--- src/rtl/usb_rx_nrzi_unstuff.sv ---
// USB receive back end: NRZI decode, SYNC hunt, bit-unstuffing and LSB-first byte assembly.
// Define USB_RX_HS_EOP_EN to treat a byte-aligned stuff violation as a clean high-speed EOP.
module usb_rx_nrzi_unstuff #(
    parameter int unsigned SYNC_MIN = 12,
    parameter int unsigned CNT_W    = 5
) (
    input  logic       clock_480,
    input  logic       reset,
    input  logic       data_in,
    input  logic       se0,
    output logic [7:0] rx_data,
    output logic       rx_valid,
    output logic       rx_active,
    output logic       rx_error
);

    typedef enum logic [1:0] {StIdle, StSync, StData, StStuffAbort} state_e;

    state_e           state_q, state_d;
    logic             prev_line_q;
    logic [CNT_W-1:0] zero_cnt_q, zero_cnt_d;
    logic [2:0]       ones_cnt_q, ones_cnt_d;
    logic [2:0]       bit_cnt_q, bit_cnt_d;
    logic [6:0]       shreg_q, shreg_d;
    logic [7:0]       rx_data_q, rx_data_d;
    logic             rx_valid_q, rx_valid_d;
    logic             rx_active_q, rx_active_d;
    logic             rx_error_q, rx_error_d;
    logic             dbit;

    always_comb begin
        dbit        = ~(data_in ^ prev_line_q);
        state_d     = state_q;
        zero_cnt_d  = zero_cnt_q;
        ones_cnt_d  = ones_cnt_q;
        bit_cnt_d   = bit_cnt_q;
        shreg_d     = shreg_q;
        rx_data_d   = rx_data_q;
        rx_valid_d  = 1'b0;
        rx_error_d  = 1'b0;
        rx_active_d = rx_active_q;

        unique case (state_q)
            StIdle: begin
                rx_active_d = 1'b0;
                ones_cnt_d  = 3'd0;
                bit_cnt_d   = 3'd0;
                if (!dbit) begin
                    zero_cnt_d = CNT_W'(1);
                    state_d    = StSync;
                end else begin
                    zero_cnt_d = '0;
                end
            end
            StSync: begin
                if (se0) begin
                    state_d    = StIdle;
                    zero_cnt_d = '0;
                end else if (!dbit) begin
                    if (zero_cnt_q != '1) zero_cnt_d = zero_cnt_q + 1'b1;
                end else if (zero_cnt_q >= CNT_W'(SYNC_MIN)) begin
                    // The SYNC-terminating 1 already counts toward the stuffing run.
                    state_d     = StData;
                    rx_active_d = 1'b1;
                    ones_cnt_d  = 3'd1;
                    bit_cnt_d   = 3'd0;
                end else begin
                    state_d    = StIdle;
                    zero_cnt_d = '0;
                end
            end
            StData: begin
                if (se0) begin
                    state_d     = StIdle;
                    rx_active_d = 1'b0;
                    rx_error_d  = (bit_cnt_q != 3'd0);
                    bit_cnt_d   = 3'd0;
                    ones_cnt_d  = 3'd0;
                end else if (ones_cnt_q == 3'd6 && !dbit) begin
                    ones_cnt_d = 3'd0;
                end else if (ones_cnt_q == 3'd6) begin
                    state_d     = StStuffAbort;
                    rx_active_d = 1'b0;
                    bit_cnt_d   = 3'd0;
                    ones_cnt_d  = 3'd0;
`ifdef USB_RX_HS_EOP_EN
                    rx_error_d  = (bit_cnt_q != 3'd7);
`else
                    rx_error_d  = 1'b1;
`endif
                end else begin
                    shreg_d    = {dbit, shreg_q[6:1]};
                    ones_cnt_d = dbit ? ones_cnt_q + 3'd1 : 3'd0;
                    bit_cnt_d  = bit_cnt_q + 3'd1;
                    if (bit_cnt_q == 3'd7) begin
                        rx_data_d  = {dbit, shreg_q};
                        rx_valid_d = 1'b1;
                    end
                end
            end
            StStuffAbort: begin
                // bit_cnt is reused here to count consecutive decoded zeros.
                rx_active_d = 1'b0;
                if (se0 || (!dbit && bit_cnt_q == 3'd7)) begin
                    state_d   = StIdle;
                    bit_cnt_d = 3'd0;
                end else if (!dbit) begin
                    bit_cnt_d = bit_cnt_q + 3'd1;
                end else begin
                    bit_cnt_d = 3'd0;
                end
            end
            default: state_d = StIdle;
        endcase
    end

    always_ff @(posedge clock_480) begin
        if (reset) begin
            state_q     <= StIdle;
            prev_line_q <= 1'b1;
            zero_cnt_q  <= '0;
            ones_cnt_q  <= 3'd0;
            bit_cnt_q   <= 3'd0;
            shreg_q     <= 7'h00;
            rx_data_q   <= 8'h00;
            rx_valid_q  <= 1'b0;
            rx_active_q <= 1'b0;
            rx_error_q  <= 1'b0;
        end else begin
            state_q     <= state_d;
            prev_line_q <= data_in;
            zero_cnt_q  <= zero_cnt_d;
            ones_cnt_q  <= ones_cnt_d;
            bit_cnt_q   <= bit_cnt_d;
            shreg_q     <= shreg_d;
            rx_data_q   <= rx_data_d;
            rx_valid_q  <= rx_valid_d;
            rx_active_q <= rx_active_d;
            rx_error_q  <= rx_error_d;
        end
    end

    assign rx_data   = rx_data_q;
    assign rx_valid  = rx_valid_q;
    assign rx_active = rx_active_q;
    assign rx_error  = rx_error_q;

endmodule

--- config.mk ---
export PLATFORM = sky130hd
export DESIGN_NAME = usb_rx_nrzi_unstuff
export DESIGN_NICKNAME = d
export VERILOG_FILES = /design/src/rtl/usb_rx_nrzi_unstuff.sv
export SDC_FILE = /design/constraint.sdc
export NUM_CORES = 1
export LEC_CHECK = 0
export CAP_MARGIN = 30
export CORE_AREA = 2 2 61 63
export CTS_BUF_LIST = sky130_fd_sc_hd__clkbuf_16
export CTS_CLUSTER_DIAMETER = 200
export DETAILED_ROUTE_END_ITERATION = 16
export DIE_AREA = 0 0 63 65
export GPL_ROUTABILITY_DRIVEN = 0
export PLACE_DENSITY = 0.69
export SLEW_MARGIN = 20
export SYNTH_ARGS = -nofsm -noshare
export SYNTH_HDL_FRONTEND = slang
export SYNTH_SLANG_ARGS = --single-unit
--- constraint.sdc ---
create_clock -name clock_480 -period 6.2 [get_ports clock_480]
set_clock_uncertainty 0.15 [all_clocks]
set_input_delay 0.62 -clock clock_480 [delete_from_list [all_inputs] [get_ports clock_480]]
set_output_delay 0.62 -clock clock_480 [all_outputs]
set_load 0.005 [all_outputs]
==> out/results.ini <==
[worst_setup_path]
slowest_delay_ps=650
worstSetupEndpoint=rx_active
critPathCaptureType=flop
rr_endpoint=rx_active
r2r-start=state_q[0]
cp_cell_sequence=clkdlybuf4s50_1 -> nor2b_1 -> and2_0 -> o31ai_1 -> a21oi_1
worstRegToRegCells=6
first_element_of_the_critical_path=se0
crit_type=input pin to flop
crit_arrival_ps=2630
startpoint_type=input pin
worst_path_max_delay_cell=sky130_fd_sc_hd__and2_0
worstPathRequired_ps=6250
worst-path-max-fanout=15
reg2reg_setup_slack_ps=3910

[outcome]
outcome=finished clean

[logic_synthesis]
yosys_register_bits=32
postSynthAreaPerCell_sq_um=8.693
yosys_warnings=0
yosys-top-cells-area=sky130_fd_sc_hd__dfxtp_1 39%, sky130_fd_sc_hd__ha_1 9.8%, sky130_fd_sc_hd__a21oi_1 6.6%
synth_area_sq_mm=0.001660
synth-seq-area-share_pct=38.58
yosys.area.top_type_share_pct=38.58
synth.distinct_cells=45
yosys-top-cells-count=32 x sky130_fd_sc_hd__dfxtp_1, 29 x sky130_fd_sc_hd__nand2_1, 22 x sky130_fd_sc_hd__a21oi_1
synth_async_sr_flop_share_pct=0
yosys.cell_count.top_type=sky130_fd_sc_hd__dfxtp_1
dominantRegCellSynth=sky130_fd_sc_hd__dfxtp_1
netlist_instances=191
synth_enable_flop_cells=0
netlist.top_cell.by_area=sky130_fd_sc_hd__dfxtp_1
postSynthNetCount=208

[sta]
maxSlewHeadroom_pct=49.62
fin_crit_sh_pct=41.61
rsz_0062_raised_after_global_routing=false
final_critical_path_time_including_i_o_delays_and_setup_ps=2580
finalSetupViolations=0
max_slew.worst_pin.slew_ps=749.4
clock.fmax_ghz=0.3876
timing.final.max_slew_violations=0
hold_viol_final=0
worst_slack_on_hold_paths_ps=301.0
setup-tns-final_ps=0

[cts]
max_clock_buf_depth=2
h_tree_levels=2
post_cts_buffers=0
cts-resized-gates=0
cts_sink_count=32
cts-root-buf=sky130_fd_sc_hd__clkbuf_16
hold_buffers=0
clock_insertion_delay_worst_skew_ps=270
cts_inserted_buffers=5
cts_tree=built
path_clk_slew_ps=50

[global_route]
first_global_vias=1406
grt_util_all_layers_pct=18.41
grt_antenna_before_repair=0
global_route_wire_length_before_repair_mm=5.975
grt_start_max_net_pins=28
overflow=0

[power_and_ir_drop]
clock_power_share_pct=50.6
swShare_pct=22.14
leakagePower_nw=0.7458
switchingPower_w=0.0001185
power-per-cell-area_mw_per_mm2=268.4
seq_power_share_pct=39.7
p_int_w=0.0004167
ir_worst_vdd_mv=0.1893
combPwrFrac_pct=9.8

[floorplanning]
boundaryPins=15
core_sq_mm=0.003496
dieHeight_um=65
core.rowCount=22
die_width_um=63
die_area_sq_mm=0.004095
floorplan.initialDensity_pct=47.49

[drt]
antenna_violating_nets_remaining=0
wire_length_per_cell_after_detailed_routing_um=13.60
detail_route.vias_per_cell=5.415
post_detailed_route_drc_marker_count=0
drt-initial-drc-count=80
vias=1370
detailedRoute.firstPassIterationCount=4
postRouteWirelength_mm=3.442

[worst_hold_path]
worst_hold_path.num_cells=2
timing.hold.worst.class=flop to flop

[cells_and_area]
area_growth_pct=20.12
ff_latch_area_sq_um=640.6
design_area_sq_mm=0.001994
drive_gt1_share_pct=11.22
multi_input_area_sq_um=937.1
fillerInstances=317
finalNetCount=221
antenna-diode-count=0

[place]
hpwl_mm=2.350
input_output_buffers=14
dpl-instance-area_sq_mm=0.001831

[flow_run]
reported_max_cap_violation_count=0

==> critical path, delay by kind of cell <==
| family | cells | cell delay (ps) |
|---|---|---|
| AND/OR/NAND/NOR | 2 | 1050 |
| buffers and inverters | 1 | 610 |
| AO/OA/AOI/OAI | 2 | 350 |
==> placed cells by master, fill, tap and decap left out, drive strengths merged, types with 2 or more instances in the layout <==
cell type      netlist  final
a21boi               3      3
a21oi               22     22
a32o                 3      3
and4                 2      2
clkbuf               6      5
clkdlybuf4s50        0     14
dfxtp               32     32
ha                  13     13
inv                 12     13
mux2i                3      3
nand2               29     29
nand2b               4      4
nand3               13     13
nand3b               2      2
nor2                 5      5
nor2b                2      2
o21ai                6      6
o31ai                2      2
or2                  4      4
or3                  4      4
==> power by group through the flow <==
stage	registers, W	logic, W	clock network, W
6_report	0.000212	0.0000523	0.000271
5_1_grt	0.000213	0.0000577	0.000284
4_1_cts	0.000212	0.0000517	0.000276
3_5_place_dp	0.000216	0.0000513	0
3_3_place_gp	0.000216	0.0000504	0
2_1_floorplan	0.000216	0.0000405	0
==> sequential cells by signal, indices dropped and copies added (netlist names) <==
register,flops
ones_cnt_q,3
shreg_q,7
zero_cnt_q,5
rx_valid,1
state_q,2
prev_line_q,1
bit_cnt_q,3
rx_data,8
rx_error,1
rx_active,1
==> per-layer routing <==
layer,wire (um),track usage (%)
met5,0,0
met3,128,4.514
met4,52,8.056
met2,1581,30.98
met1,1679,22.28
==> cell families (layout without fill, tap and decap cells) <==
group	count (synthesis)	count (layout)	synth area share, %
AO/OA/AOI/OAI	47	47	20.12
XOR/XNOR	2	2	1.508
adder cells (fa/ha/maj)	13	13	9.797
buffers and inverters	21	35	4.973
flip-flops	32	32	38.58
multiplexers	4	4	2.487
AND/OR/NAND/NOR	72	72	22.53
==> worst min-delay path by stage <==
stage | from | end | slack [ps]
after floorplan | shreg_q[0] | shreg_q[0] | 290
after global placement | shreg_q[0] | shreg_q[0] | 290
after detailed placement | rx_data[5] | rx_data[5] | 300
after CTS | rx_data[0] | rx_data[0] | 300
after global routing | rx_data[0] | rx_data[0] | 320
final | rx_data[0] | rx_data[0] | 300
==> per-stage QoR <==
step	power [W]	std cells	worst slack, ps	util [%]
final	0.0005352	253	3620	57.05
after global routing	0.0005544	253	3465	57.05
after CTS	0.0005394	253	3677	57.05
after detailed placement	0.0002678	245	3421	52.36
after global placement	0.0002666	245	3514	52.36
after floorplan	0.0002560	191	4184	-
==> final cells by class <==
cell class / count / area share [%]
clock buffers: 5 / 6.274
clock inverters: 3 / 1.945
inverters: 12 / 2.258
multi-input cells: 138 / 46.99
flip-flops and latches: 32 / 32.12
well taps: 48 / 3.011
repair buffers: 15 / 7.403
Note: power is estimated with default switching activity, not from simulation.
